File: src/rtl/mem_port_arbiter.sv
// Non-preemptive two-port arbiter serializing data-side and instruction-side line
// transactions onto a single 128-bit BRAM port, with a starvation guard and a response timeout.
module mem_port_arbiter #(
    parameter int ADDR_BITS      = 16,
    parameter int STARVE_LIMIT   = 4,
    parameter int TIMEOUT_CYCLES = 255
) (
    input  logic                 sys_clock,
    input  logic                 reset,
    input  logic                 d_req,
    input  logic                 d_write,
    input  logic [ADDR_BITS-1:0] d_addr,
    input  logic [127:0]         d_wdata,
    output logic                 d_rdy,
    input  logic                 i_req,
    input  logic                 i_write,
    input  logic [ADDR_BITS-1:0] i_addr,
    input  logic [127:0]         i_wdata,
    output logic                 i_rdy,
    output logic [127:0]         rdata,
    output logic                 err,
    output logic                 mem_req,
    output logic                 mem_write,
    output logic [ADDR_BITS-1:0] mem_addr,
    output logic [127:0]         mem_wdata,
    input  logic [127:0]         mem_rdata,
    input  logic                 mem_valid,
    output logic [1:0]           dbg_state
);

    // Handshake: a port holds req (and stable write/addr/wdata) until its rdy pulses for one
    // cycle; the memory sees a one-cycle mem_req and answers with a one-cycle mem_valid.
    typedef enum logic [1:0] {
        IDLE  = 2'd0,
        ISSUE = 2'd1,
        WAIT  = 2'd2,
        RESP  = 2'd3
    } state_t;

    localparam logic [3:0] STARVE_LIM = 4'(STARVE_LIMIT);
    localparam logic [7:0] TO_LAST    = 8'(TIMEOUT_CYCLES - 1);

    state_t                 state, state_next;
    logic [3:0]             starve_cnt, starve_next;
    logic [7:0]             tcnt, tcnt_next;
    logic                   gnt_inst, gnt_inst_next;
    logic                   take_inst;
    logic                   d_rdy_next, i_rdy_next, err_next;
    logic                   mem_req_next, mem_write_next;
    logic [ADDR_BITS-1:0]   mem_addr_next;
    logic [127:0]           mem_wdata_next, rdata_next;

    assign dbg_state = state;

    always_ff @(posedge sys_clock) begin
        if (reset) begin
            state      <= IDLE;
            starve_cnt <= 4'd0;
            tcnt       <= 8'd0;
            gnt_inst   <= 1'b0;
            d_rdy      <= 1'b0;
            i_rdy      <= 1'b0;
            err        <= 1'b0;
            mem_req    <= 1'b0;
            mem_write  <= 1'b0;
            mem_addr   <= '0;
            mem_wdata  <= '0;
            rdata      <= '0;
        end else begin
            state      <= state_next;
            starve_cnt <= starve_next;
            tcnt       <= tcnt_next;
            gnt_inst   <= gnt_inst_next;
            d_rdy      <= d_rdy_next;
            i_rdy      <= i_rdy_next;
            err        <= err_next;
            mem_req    <= mem_req_next;
            mem_write  <= mem_write_next;
            mem_addr   <= mem_addr_next;
            mem_wdata  <= mem_wdata_next;
            rdata      <= rdata_next;
        end
    end

    always_comb begin
        state_next     = state;
        starve_next    = starve_cnt;
        tcnt_next      = tcnt;
        gnt_inst_next  = gnt_inst;
        take_inst      = 1'b0;
        d_rdy_next     = 1'b0;
        i_rdy_next     = 1'b0;
        err_next       = 1'b0;
        mem_req_next   = 1'b0;
        mem_write_next = mem_write;
        mem_addr_next  = mem_addr;
        mem_wdata_next = mem_wdata;
        rdata_next     = rdata;

        case (state)
            IDLE: begin
                if (!i_req) starve_next = 4'd0;
                if (d_req || i_req) begin
                    take_inst      = i_req && (!d_req || (starve_cnt >= STARVE_LIM));
                    gnt_inst_next  = take_inst;
                    mem_req_next   = 1'b1;
                    mem_write_next = take_inst ? i_write : d_write;
                    mem_addr_next  = take_inst ? i_addr  : d_addr;
                    mem_wdata_next = take_inst ? i_wdata : d_wdata;
                    tcnt_next      = 8'd0;
                    state_next     = ISSUE;
                    // Only data grants that bypass a waiting inst request count toward starvation.
                    if (take_inst) begin
                        starve_next = 4'd0;
                    end else if (i_req && (starve_cnt != 4'hF)) begin
                        starve_next = starve_cnt + 4'd1;
                    end
                end
            end
            ISSUE: begin
                if (mem_valid) begin
                    rdata_next = mem_rdata;
                    d_rdy_next = !gnt_inst;
                    i_rdy_next = gnt_inst;
                    state_next = RESP;
                end else begin
                    state_next = WAIT;
                end
            end
            WAIT: begin
                // mem_valid is checked first so a reply on the expiry cycle is not reported as an error.
                if (mem_valid) begin
                    rdata_next = mem_rdata;
                    d_rdy_next = !gnt_inst;
                    i_rdy_next = gnt_inst;
                    state_next = RESP;
                end else if (tcnt == TO_LAST) begin
                    rdata_next = '0;
                    err_next   = 1'b1;
                    d_rdy_next = !gnt_inst;
                    i_rdy_next = gnt_inst;
                    state_next = RESP;
                end else begin
                    tcnt_next = tcnt + 8'd1;
                end
            end
            RESP: begin
                state_next = IDLE;
            end
            default: begin
                state_next = IDLE;
            end
        endcase
    end

endmodule

File: config.mk
export PLATFORM = sky130hd
export DESIGN_NAME = mem_port_arbiter
export DESIGN_NICKNAME = d
export VERILOG_FILES = /design/src/rtl/mem_port_arbiter.sv
export SDC_FILE = /design/constraint.sdc
export NUM_CORES = 1
export LEC_CHECK = 0
export BUFFER_PORTS_ARGS = -buffer_cell sky130_fd_sc_hd__buf_2
export CAP_MARGIN = 15
export CORE_AREA = 4 4 269 271
export CTS_CLUSTER_DIAMETER = 200
export DETAILED_ROUTE_END_ITERATION = 7
export DIE_AREA = 0 0 273 275
export PLACE_DENSITY = 0.45
export SLEW_MARGIN = 20
export SYNTH_ARGS = -nofsm -noshare
export SYNTH_HDL_FRONTEND = slang
export SYNTH_SLANG_ARGS = --single-unit
File: constraint.sdc
create_clock -name sys_clock -period 3.6 [get_ports sys_clock]
set_input_delay 0.54 -clock sys_clock [delete_from_list [all_inputs] [get_ports sys_clock]]
set_output_delay 0.54 -clock sys_clock [all_outputs]
set_load 0.05 [all_outputs]
**Yosys cells after proc, flatten, opt, wreduce, memory -nomap -nowiden**

Cells that the tools add are included.

- Input port bits: 423
- Bits in registers: 292
- Output and inout bits: 279
- Logic and storage cells: 72

- Eq/ne operators: 10
- Bitwise operators: 2
- $lt $le $gt $ge: 1
- Reductions and logical operators: 15
- Add/subtract/negate cells: 2
- Muxes and demuxes: 30

Operators with widths:

| cell | count |
|---|---|
| $mux 128 | 4 |
| $pmux 128 s2 | 1 |
| $mux 8 | 3 |
| $mux 16 | 1 |
| $mux 4 | 4 |
| $pmux 8 s2 | 1 |
| $mux 1 | 10 |
| $add 8x1->8 const B | 1 |
| $eq 8x8->1 const B | 1 |
| $ne 2x2->1 const B | 4 |
| $pmux 2 s4 | 1 |
| $mux 2 | 3 |
| $add 4x1->4 const B | 1 |
| $eq 2x2->1 const B | 2 |
| $ge 4x3->1 const B | 1 |
| $ne 4x4->1 const B | 1 |
| $pmux 1 s2 | 2 |
| $reduce_and 2->1 | 2 |
| $reduce_and 4->1 | 1 |
| $reduce_bool 2->1 | 2 |
| $ne 3x3->1 const B | 1 |
| $reduce_and 3->1 | 1 |
| $reduce_or 3->1 | 1 |
| $eq 2x1->1 const B | 1 |
| other kinds (6) | 10 |

**Depth between registers and ports, before layout**

Gate-level depths: netlist of run 1.

- Depth in word-level cells: 5
- Depth in mapped cells: 9
- Gate-level depth less buffers: 6

**Worst setup path before layout of run 1**

No wires, ideal clock.

- Path kind: register -> register
- Start point: register state[0] (netlist: dbg_state[0])
- End point: register tcnt[5]
- Period minus slack after synthesis: 2.172 ns
- Arrival: 2.102 ns
- Setup slack: 1.428 ns
- Data required time: 3.530 ns
- Stages on the path, launching flop included: 9
- Path buffers: 2
- Setup time: 0.070 ns
- Path through: dfxtp_1 > inv_1 > ha_1 > buf_6 > or3b_1 > buf_6 > nand3_1 > or4_1 > a21boi_1

- Cells in the longest elaborated chain, start to end: 3
- Elaborated cells on any way between the ends: 8
- Classes of those cells: 4 x eq/ne; 1 x mux; 3 x reduce/logical

Ends and longest elaborated chain:

| element | RTL line | text |
|---|---|---|
| from (decl) | 43 | `state_t state, state_next;` |
| from (signal assigned) | 70 | `state <= state_next;` |
| $eq 2x2->1 or $logic_not 2->1 (tied branches) | 100 | `case (state)` |
| $ne 2x2->1 (no source line) or $reduce_bool 2->1 (tied branches) | - |  |
| $reduce_and 4->1 (no source line) | - |  |
| to (signal assigned) | 72 | `tcnt <= tcnt_next;` |
| to (decl) | 45 | `logic [7:0] tcnt, tcnt_next;` |

Several ways; a longest one is shown, not always the timed one.
A chain may end at the register's enable or synchronous reset.

**Worst setup path after layout of run 1**

- Start point: register state[0] (netlist: dbg_state[0])
- End point: register mem_wdata[99]

- Cells in the longest elaborated chain, start to end: 2

Ends and longest elaborated chain:

| element | RTL line | text |
|---|---|---|
| $logic_not 2->1 | 100 |  |
| $reduce_and 2->1 (no source line) | - |  |
| to (signal assigned) | 80 | `mem_wdata <= mem_wdata_next;` |
| to (decl) | 25 | `output logic [127:0] mem_wdata,` |

No other way between the ends.

==> impl_results.md, run 1 <==
* Outcome: finished, violations left
* Violated checks: DRC
* Clock tree from TritonCTS: yes
* All-Layer GR Usage at 10.56%
* Register area share after synthesis at approximately three fifths
* Total count of hold-check failures in the final report at 0
* First-pass GRT wire length at roughly 63000 µm
* Total count of max-transition violations in the final report at 0
* Crit Path Class: flip-flop to flip-flop
* Logic gate share of total power at 41.9%
* Seq cells post-synth at 292
* Maximum net fanout on the critical path at 65
* Post-CTS setup repair buffer count at 0
* Placed Cells incl. Taps at 2465
* Sequential Power Share at 30.9%
* Routed len/inst at 17.26 µm
* Post-synthesis to final-layout area growth at 57.51%
* Cell Count, Final, Fillers Out at 2535
* Routed met3 length at 4682 µm
* Remaining antenna violation count after routing at 0
* Internal cell power at roughly 7.9 mW
* Clock latency at the later pin of the worst-skew pair at approximately 550 ps
* Arrival time at the worst endpoint at 2880 ps
* Total negative slack at 0 ps
* First-pass detailed-route iteration total at 8
* Per-instance average area after synthesis at 11.15 µm²
* Top routing layer used: met5
* Fraction of final layout cells with drive strength greater than 1 at 49.43%
* Wire length on met1 at 15700 µm
* Core ar. at 69790 µm²
* Required time of the critical path at 4060 ps
* Root buffer cell: sky130_fd_sc_hd__clkbuf_16
* Power density cells at ~890 nW/µm²
* Unrepaired setup endpoints after global routing: no
* Leakage power at between 7 and 8 nW
* Routed wire length at 43750 µm
* Worst-case hold slack at 205.1 ps
* Synth Warn # at 0
* Starting DRC count in detailed routing at 878
* Row cnt at 97
* Clock Skew at 18.42 ps
* Largest net degree at the start of global routing at 132
* Count of unique library cells instantiated by Yosys at 42
* CP endpoint kind: flip-flop
* Cts-stage hold buffer count at 0
* Cell Area, Synth at 10050 µm²
* Final Net Count at ~2000
* Starting utilization of the core area at 14.40%
* Kind of start point of the critical path: flip-flop
* Total via count after detailed routing at 10590
* Number of global-route vias before repair at 10690
* Share of synthesized registers carrying an async set or reset at 0%
* Initial antenna violation count at 8
* Total overflow reported by the global router at 0
* Number of buffers created by CTS at 37
* Switching Fraction at 43.81%
* Most used flip-flop cell after synthesis: sky130_fd_sc_hd__dfxtp_1
* Width of the die at roughly 270 µm
* Number of resized instances in the post-cts repair step at 0
* I/O Buffers at 701
* Clock tree sinks at 292
* Number of flops mapped to enable cells by yosys at 0
* Relative contribution of the clock network to total power at roughly 27%
* Shortest period the worst path allows at 2417 ps
* Power consumption at 14.11 mW
* Final RePlAce weighted congestion at 0.8826
* Vias per inst at ~4.2
* Clock-pin slew on the worst setup and hold paths at 60 ps
* Detailed route wirelength on metal2 at 21550 µm
* Maximum frequency from static timing analysis at approximately 0.41 GHz
* Number of max-capacitance violations reported at 0
* Die Y at 275 µm
* Peak supply drop at 372.6 µV
* H-Tree Level Count at 2
* Top-Level Pins at 702
* Area of the die at 75080 µm²
* DRC violation count after routing at 4
* Detailed-placement wirelength estimate at 33370 µm
* Net Count, Synth at about 1300
* Post-synthesis instance total at 901
* Path type of the worst min-delay path: input pin to flip-flop
* Post-route fraction of the period consumed by the critical path at 67.13%
* Setup violators final at 0
* Switching pwr at 6.182 mW
* Clock Path Buffers at 3
* Relative max-transition margin at 38.95%
* Actual slew at the worst max-slew pin at 915.8 ps
* Fin util at 22.68%
==> per-stage QoR <==
| stage | cell area (µm²) | worst slack (ps) |
|---|---|---|
| floorplan | 10050 | 1428 |
| finish | 15830 | 1183 |
| global route | 15830 | 941.9 |
| CTS | 15820 | 1202 |
| global placement | 14550 | 1225 |
| detailed placement | 14550 | 1223 |
==> Yosys cell counts (5+ instances only) <==
cell	instances	area, µm²
sky130_fd_sc_hd__a222oi_1	145	1451
sky130_fd_sc_hd__clkbuf_1	40	150.1
sky130_fd_sc_hd__nand2_1	7	26.28
sky130_fd_sc_hd__buf_1	14	52.55
sky130_fd_sc_hd__buf_4	14	105.1
sky130_fd_sc_hd__ha_1	7	87.58
sky130_fd_sc_hd__nor2_1	154	578.1
sky130_fd_sc_hd__buf_2	26	130.1
sky130_fd_sc_hd__dfxtp_1	292	5846
sky130_fd_sc_hd__a21oi_1	7	35.03
sky130_fd_sc_hd__a22o_1	128	1121
sky130_fd_sc_hd__o31ai_1	5	37.54
sky130_fd_sc_hd__nand2b_1	5	31.28
==> cell usage in the layout (no fill, tap or decap), types with 2 or more instances in the layout <==
master / instances
sky130_fd_sc_hd__a211oi_1: 2
sky130_fd_sc_hd__a21boi_0: 2
sky130_fd_sc_hd__a21boi_1: 3
sky130_fd_sc_hd__a21oi_1: 6
sky130_fd_sc_hd__a222oi_1: 145
sky130_fd_sc_hd__a22o_1: 128
sky130_fd_sc_hd__and4_1: 2
sky130_fd_sc_hd__buf_12: 6
sky130_fd_sc_hd__buf_2: 700
sky130_fd_sc_hd__buf_4: 14
sky130_fd_sc_hd__bufinv_16: 4
sky130_fd_sc_hd__clkbuf_1: 9
sky130_fd_sc_hd__clkbuf_16: 38
sky130_fd_sc_hd__clkbuf_8: 7
sky130_fd_sc_hd__clkinv_2: 7
sky130_fd_sc_hd__dfxtp_1: 292
sky130_fd_sc_hd__diode_2: 3
sky130_fd_sc_hd__ha_1: 7
sky130_fd_sc_hd__inv_1: 4
sky130_fd_sc_hd__mux2i_1: 2
sky130_fd_sc_hd__nand2_1: 7
sky130_fd_sc_hd__nand2b_1: 5
sky130_fd_sc_hd__nand3_1: 4
sky130_fd_sc_hd__nand4_1: 3
sky130_fd_sc_hd__nor2_1: 153
sky130_fd_sc_hd__nor2b_1: 4
sky130_fd_sc_hd__nor4_1: 2
sky130_fd_sc_hd__o21ai_0: 4
sky130_fd_sc_hd__o21ai_1: 2
sky130_fd_sc_hd__o31ai_1: 4
sky130_fd_sc_hd__or4_1: 4
==> metal layers <==
metal / vias to the layer above / GRT usage, %
li1: 4922 / -
met2: 617 / 18.64
met4: 8 / 4.697
met1: 4942 / 11.37
met3: 97 / 3.837
met5: - / 0
==> state kept, by name, summed over array words and instances, names as in the netlist <==
register    flops
mem_wdata     128
rdata         128
mem_addr       16
tcnt            8
starve_cnt      4
dbg_state       2
d_rdy           1
err             1
gnt_inst        1
i_rdy           1
mem_req         1
mem_write       1
==> worst max-delay path, cell delays in order, from the launching register on <==
cell	delay (ps)
sky130_fd_sc_hd__dfxtp_1	330
sky130_fd_sc_hd__inv_1	130
sky130_fd_sc_hd__ha_1	430
sky130_fd_sc_hd__and3_4	780
sky130_fd_sc_hd__buf_4	360
sky130_fd_sc_hd__a222oi_1	100
sky130_fd_sc_hd__nor2_1	110
==> logic make-up after synthesis <==
| logic type | count (synthesis) | synth area share (%) |
|---|---|---|
| compound gates | 305 | 27.71 |
| flops | 292 | 58.17 |
| simple gates | 194 | 8.268 |
| buf+inv | 101 | 4.781 |
| fa+ha+maj | 7 | 0.8716 |
| mux | 2 | 0.1992 |
==> path summary, 6_finish.rpt <==
path | depth (start not counted) | slack, ps | from | endpoint
worst max register to register | 6 | 1180 | dbg_state[0] | mem_wdata[99]
worst min register to register | 1 | 450 | gnt_inst | d_rdy
worst max-delay path | 6 | 1180 | dbg_state[0] | mem_wdata[99]
worst min-delay path | 2 | 210 | mem_rdata[17] | rdata[17]
==> power groups by stage <==
stage	Sequential (mW)	Combinational (mW)	Clock [mW]
2_1_floorplan	6.79	1.94	0
5_1_grt	4.44	6.27	4.12
3_5_place_dp	4.42	5.95	0
4_1_cts	4.37	5.96	4.01
3_3_place_gp	4.42	5.92	0
6_report	4.37	5.91	3.84
==> layout make-up <==
| class | count | area [µm²] |
|---|---|---|
| fillers | 7624 | 53960 |
| flip-flops and latches | 292 | 5846 |
| multi-input cells | 508 | 3771 |
| repair buffers | 721 | 3740 |
| well taps | 940 | 1176 |
| clock buffers | 54 | 1081 |
| clock inverters | 13 | 191.4 |
| inverters | 4 | 15.01 |
| diodes | 3 | 7.507 |
Power figures use the tool's default switching activity.
==> inputs of run 2 (changes only) <==
Clock period 3.6 ns to 2.5 ns, I/O delays scaled along.
==> run 2 against run 1 <==
The flow still finishes with violations (DRC). Clock skew increased by 3.2 ps. Setup slack got worse by 970 ps. Cell area increased by 0.63%. Via count increased by 0.81%. Largest power group unchanged. Highest routed layer unchanged.
==> impl_results.md, run 2 (same netlist as run 1, synthesis figures left out) <==
* H-Tree Level Count at 2 (unchanged)
* Kind of start point of the critical path: flip-flop
* Largest net degree at the start of global routing at 126 (-4.5%)
* Shortest period the worst path allows at 2282 ps (-134.9 ps)
* Detailed-placement wirelength estimate at 34430 µm (+3.2%)
* Post-route fraction of the period consumed by the critical path at 91.27% (+24 points)
* Diodes inserted at 0 (-3)
* Fin util at 22.82% (+0.14 points)
* Row cnt at 97 (unchanged)
* I/O Buffers at 701 (unchanged)
* Total count of max-transition violations in the final report at 0 (unchanged)
* Leading cell types in the layout, fill and taps excluded: sky130_fd_sc_hd__buf_2 (700), sky130_fd_sc_hd__dfxtp_1 (292), sky130_fd_sc_hd__nor2_1 (153)
* Maximum net fanout on the critical path at 53 (-18%)
* Clock-pin slew on the worst setup and hold paths at 60 ps (about the same)
* Arrival time at the worst endpoint at 2750 ps (-130 ps)
* Routed wire length at 44810 µm (+2.4%)
* Final RePlAce weighted congestion at 0.9062 (+2.7%)
* Root buffer cell: sky130_fd_sc_hd__clkbuf_16
* Leakage power at 7.602 nW (+0.69%)
* Total count of hold-check failures in the final report at 0 (unchanged)
* Starting DRC count in detailed routing at 945 (+7.6%)
* Violated checks: DRC
* Final Net Count at 2009 (+0.75%)
* Initial antenna violation count at 3 (-5)
* Clock tree sinks at 292 (unchanged)
* Required time of the critical path at 2970 ps (-1090 ps)
* Unrepaired setup endpoints after global routing: no
* Fraction of final layout cells with drive strength greater than 1 at 49.59% (+0.16 points)
* Starting utilization of the core area at 14.40% (unchanged)
* Total via count after detailed routing at 10670 (+0.81%)
* Number of global-route vias before repair at 10720 (+0.22%)
* Maximum frequency from static timing analysis at 0.4383 GHz (+5.9%)
* Power density cells at 1281 nW/µm² (+44%)
* Clock Skew at 21.63 ps (+3.214 ps)
* Total overflow reported by the global router at 0 (unchanged)
* Outcome: finished, violations left
* Top-Level Pins at 702 (unchanged)
* Number of buffers created by CTS at 35 (-5.4%)
* Number of resized instances in the post-cts repair step at 0 (unchanged)
* Relative max-transition margin at 27.13% (-12 points)
* Peak supply drop at 581.9 µV (+56%)
* Worst-case setup margin in the final layout at 218.3 ps (-965.1 ps)
* Die Y at 275 µm (unchanged)
* DRC violation count after routing at 7 (+3)
* Clock latency at the later pin of the worst-skew pair at 540 ps (about the same)
* Path type of the worst min-delay path: input pin to flip-flop
* Actual slew at the worst max-slew pin at 1093 ps (+177.3 ps)
* Setup violators final at 0 (unchanged)
* All-Layer GR Usage at 10.86% (+0.29 points)
* Remaining antenna violation count after routing at 0 (unchanged)
* Total negative slack at 0 ps (unchanged)
* Crit Path Class: flip-flop to flip-flop
* Width of the die at 273 µm (unchanged)
* Post-synthesis to final-layout area growth at 58.51%
* Routed len/inst at 17.62 µm (+2.1%)
* CP endpoint kind: flip-flop
* Registers with the most flip-flops: mem_wdata x128, rdata x128, mem_addr x16
* First-pass detailed-route iteration total at 8 (unchanged)
* First-pass GRT wire length at 64580 µm (+2.7%)
* Clock Path Buffers at 3 (unchanged)
* Vias per inst at 4.197 (+0.50%)
* Core ar. at 69790 µm² (unchanged)
* Number of max-capacitance violations reported at 0 (unchanged)
* Placement Setup Slack at 165.0 ps (-1058 ps)
* Most common cell after layout, fill and taps aside: sky130_fd_sc_hd__buf_2
* Clock tree from TritonCTS: yes
* Area of the die at 75080 µm² (unchanged)
run 2: cell types whose count changed in the layout (fill, tap and decap cells not counted), moves of 2 or more:
cell,before,now
sky130_fd_sc_hd__clkbuf_16,38,35
sky130_fd_sc_hd__bufinv_16,4,6
sky130_fd_sc_hd__diode_2,3,0
sky130_fd_sc_hd__dlygate4sd3_1,0,3
sky130_fd_sc_hd__buf_12,6,8
sky130_fd_sc_hd__clkinv_2,7,2
sky130_fd_sc_hd__clkinv_4,0,2
sky130_fd_sc_hd__buf_4,14,26
sky130_fd_sc_hd__clkbuf_8,7,3
run 2: path summary, 6_finish.rpt:
| kind | endpoint | cells past startpoint | slack, ps | from |
|---|---|---|---|---|
| min reg2reg | rdata[4] | 1 | 470 | rdata[4] |
| max reg2reg | rdata[117] | 7 | 220 | tcnt[0] |
| max | rdata[117] | 7 | 220 | tcnt[0] |
| min | rdata[99] | 2 | 50 | mem_rdata[99] |
run 2: through the flow:
| step | instance area (µm²) | instances | hold slack [ps] | power, mW |
|---|---|---|---|---|
| global placement | 14680 | 2479 | 450.4 | 15.04 |
| CTS | 15930 | 2543 | 0.08288 | 20.69 |
| detailed placement | 14680 | 2479 | 449.6 | 15.12 |
| finish | 15930 | 2543 | 49.31 | 20.40 |
| floorplan | 10050 | 901 | 402.9 | 12.57 |
| global route | 15930 | 2543 | 10.75 | 21.42 |
run 2: repair_timing:
action	CTS	global route
hold endpoints to repair	3	0
hold buffers	3	0
setup buffers	0	0
run 2: worst max-delay path: stages, from the launching register on:
cell and delay (ps):
sky130_fd_sc_hd__dfxtp_1 330, sky130_fd_sc_hd__inv_1 50, sky130_fd_sc_hd__ha_1 200, sky130_fd_sc_hd__nand3_1 120
sky130_fd_sc_hd__nor3_1 90, sky130_fd_sc_hd__o31ai_4 870, sky130_fd_sc_hd__buf_12 330, sky130_fd_sc_hd__a22o_1 170
run 2: area by class of cell:
type	count	area [µm²]
Fill cell	7610	53860
Sequential cell	292	5846
Timing Repair Buffer	738	3900
Multi-Input combinational cell	508	3771
Tap cell	940	1176
Clock buffer	47	950.9
Clock inverter	14	269.0
Inverter	4	15.01
run 2: layer usage:
layer	global-route usage, %	wire, µm	part of all wire, %
met5	0	54	0.12
met2	19.81	22320	50
met3	3.541	4629	10
met4	3.118	1114	2.5
met1	12.07	16690	37
run 2: report_power, final:
| group | internal [mW] | total [mW] | switching [mW] |
|---|---|---|---|
| Combinational | 2.41 | 8.70 | 6.28 |
| Clock | 3.33 | 5.40 | 2.07 |
| Sequential | 5.70 | 6.30 | 0.600 |
==> inputs of run 3 (changes only) <==
Settings changed: CORE_AREA 4 4 269 271 to 4 4 272 274, DIE_AREA 0 0 273 275 to 0 0 276 278.
==> run 3 against run 2 <==
The run still ends with DRC left. Largest cell class unchanged. First-iteration DRC count is 7.8% lower. Count of clock-buffer cells in the layout fell by 1. Global-route usage down 0.37 points. Worst hold slack improved by 5.6 ps. Via count is 1.9% lower. Largest power group unchanged.
==> impl_results.md, run 3 (same netlist as run 1, synthesis figures left out) <==
* Number of max-capacitance violations reported at 0 (unchanged)
* Remaining antenna violation count after routing at 0 (unchanged)
* Path type of the worst min-delay path: input pin to flip-flop
* Vias per inst at 4.122 (-1.8%)
* Actual slew at the worst max-slew pin at 658.7 ps (-434.3 ps)
* First-pass GRT wire length at 64510 µm (-0.12%)
* Final Net Count at 1992 (-0.85%)
* Critical Path Start: dbg_state[0]
* Total negative slack at 0 ps (unchanged)
* Shortest period the worst path allows at 2179 ps (-103.2 ps)
* Switching Fraction at 44.70% (+0.78 points)
* Required time of the critical path at 2920 ps (-50 ps)
* Routed len/inst at 17.14 µm (-2.7%)
* Clock Skew at 17.66 ps (-3.972 ps)
* FF+latch area at 5846 µm² (unchanged)
* Clock latency at the later pin of the worst-skew pair at 540 ps (about the same)
* Number of resized instances in the post-cts repair step at 0 (unchanged)
* Post-synthesis to final-layout area growth at 56.58%
* Critical R2R Launch: dbg_state[0]
* First-pass detailed-route iteration total at 8 (unchanged)
* H-Tree Level Count at 2 (unchanged)
* Clock tree from TritonCTS: yes
* Logic gate share of total power at 43.3% (+0.7 points)
* Number of cells traversed by the worst register-to-register path at 6 (-1)
* Power density cells at 1262 nW/µm² (-1.5%)
* Starting utilization of the core area at 14.08% (-0.32 points)
* Kind of start point of the critical path: flip-flop
* Total area of multi-input combinational cells at 3771 µm² (unchanged)
* Maximum net fanout on the critical path at 113 (+110%)
* Relative contribution of the clock network to total power at 25.0% (-1.5 points)
* Total overflow reported by the global router at 0 (unchanged)
* All-Layer GR Usage at 10.48% (-0.37 points)
* Core ar. at 71360 µm² (+2.3%)
* Maximum frequency from static timing analysis at 0.4590 GHz (+4.7%)
* Placement Setup Slack at 356.6 ps (+191.7 ps)
* Number of global-route vias before repair at 10790 (+0.65%)
* Peak supply drop at 758.8 µV (+30%)
* Area of the die at 76730 µm² (+2.2%)
* Row cnt at 98 (+1.0%)
* Leakage power at 7.485 nW (-1.5%)
* Most common cell after layout, fill and taps aside: sky130_fd_sc_hd__buf_2
* Worst-case setup margin in the final layout at 321.4 ps (+103.2 ps)
* Starting DRC count in detailed routing at 871 (-7.8%)
* Power consumption at 19.85 mW (-2.7%)
* Total via count after detailed routing at 10470 (-1.9%)
* Violated checks: DRC
* Switching pwr at 8.875 mW (-0.92%)
* I/O Buffers at 701 (unchanged)
* Total count of hold-check failures in the final report at 0 (unchanged)
* Internal cell power at 10.98 mW (-4.0%)
* Post-route fraction of the period consumed by the critical path at 87.14% (-4.1 points)
* Clock-pin slew on the worst setup and hold paths at 60 ps (about the same)
* Total count of max-transition violations in the final report at 0 (unchanged)
* Arrival time at the worst endpoint at 2600 ps (-150 ps)
* Clock Path Buffers at 3 (unchanged)
* Unrepaired setup endpoints after global routing: no
* Leading cell types in the layout, fill and taps excluded: sky130_fd_sc_hd__buf_2 (700), sky130_fd_sc_hd__dfxtp_1 (292), sky130_fd_sc_hd__nor2_1 (153)
* Setup violators final at 0 (unchanged)
* Detailed-placement wirelength estimate at 33490 µm (-2.7%)
* Clock tree sinks at 292 (unchanged)
* Registers with the most flip-flops: mem_wdata x128, rdata x128, mem_addr x16
* Fraction of final layout cells with drive strength greater than 1 at 49.40% (-0.19 points)
* CP endpoint kind: flip-flop
* Hold path depth at 2 (unchanged)
* Crit Path Class: flip-flop to flip-flop
* Final RePlAce weighted congestion at 0.8717 (-3.8%)
* Number of fill cells in the layout at 7855 (+3.2%)
* Top-Level Pins at 702 (unchanged)
* Relative max-transition margin at 56.08% (+29 points)
* Largest net degree at the start of global routing at 120 (-4.8%)
* Initial antenna violation count at 6 (+3)
* Die Y at 278 µm (+1.1%)
* DRC violation count after routing at 7 (unchanged)
* Sequential Power Share at 31.6% (+0.7 points)
* Outcome: finished, violations left
* Start point of the worst hold path: mem_rdata[104]
* Root buffer cell: sky130_fd_sc_hd__clkbuf_16
* Routed wire length at 43540 µm (-2.8%)
* Number of buffers created by CTS at 35 (unchanged)
* Width of the die at 276 µm (+1.1%)
==> run 3: cell types whose count changed in the layout (fill, tap and decap cells not counted), sizes merged <==
cell,before,now
clkinv,6,9
dlygate4sd3,3,1
diode,0,3
inv,6,7
clkinvlp,0,2
bufinv,6,2
buf,735,720
clkbuf,47,46
==> run 3: path summary, 6_finish.rpt <==
check	endpoint	slack, ps
max	rdata[121]	320
min	rdata[104]	50
min reg2reg	rdata[82]	460
max reg2reg	rdata[121]	320
==> run 3: critical path: stages (launching register included) <==
cell and delay [ps]:
sky130_fd_sc_hd__dfxtp_1 380, sky130_fd_sc_hd__inv_1 110, sky130_fd_sc_hd__ha_1 310, sky130_fd_sc_hd__o21ai_0 410, sky130_fd_sc_hd__nor2_4 70, sky130_fd_sc_hd__buf_12 190, sky130_fd_sc_hd__a22o_1 370
==> run 3: metal layers <==
metal	global-route usage [%]	vias to the layer above	share of wire (%)
met5	0	-	0.051
met4	3.952	4	3.4
met3	3.867	74	9.8
met2	18.76	579	51
met1	11.30	4903	36
li1	-	4909	-
==> run 3: area by class of cell <==
| type | count | area share (%) |
|---|---|---|
| repair buffers | 721 | 24.10 |
| diodes | 3 | 0.04771 |
| flip-flops and latches | 292 | 37.15 |
| clock buffers | 46 | 6.147 |
| well taps | 950 | 7.555 |
| multi-input cells | 508 | 23.97 |
| inverters | 4 | 0.09543 |
| clock inverters | 16 | 0.9304 |
==> run 3: repair_timing <==
action / 4_1_cts / 5_1_grt
setup endpoints to repair: 0 / 0
buffers inserted: 0 / 0
hold buffers: 1 / 0
endpoints found under the hold margin: 1 / 0
==> run 3: stage by stage <==
stage / instance area (µm²) / instances / util [%] / hold WS [ps]
after global placement: 14600 / 2474 / 20.46 / 450.3
after floorplan: 10050 / 901 / - / 402.9
after detailed placement: 14600 / 2474 / 20.46 / 449.9
after CTS: 15730 / 2537 / 22.04 / 1.514
final: 15730 / 2540 / 22.05 / 54.95
after global routing: 15730 / 2538 / 22.04 / 19.42
==> run 3: power by group through the flow <==
stage | Sequential, mW | Clock, mW | Combinational [mW]
after floorplan | 9.78 | 0 | 2.79
after global placement | 6.36 | 0 | 8.61
after detailed placement | 6.35 | 0 | 8.68
after CTS | 6.28 | 5.21 | 8.69
after global routing | 6.38 | 5.37 | 9.13
final | 6.28 | 4.97 | 8.61
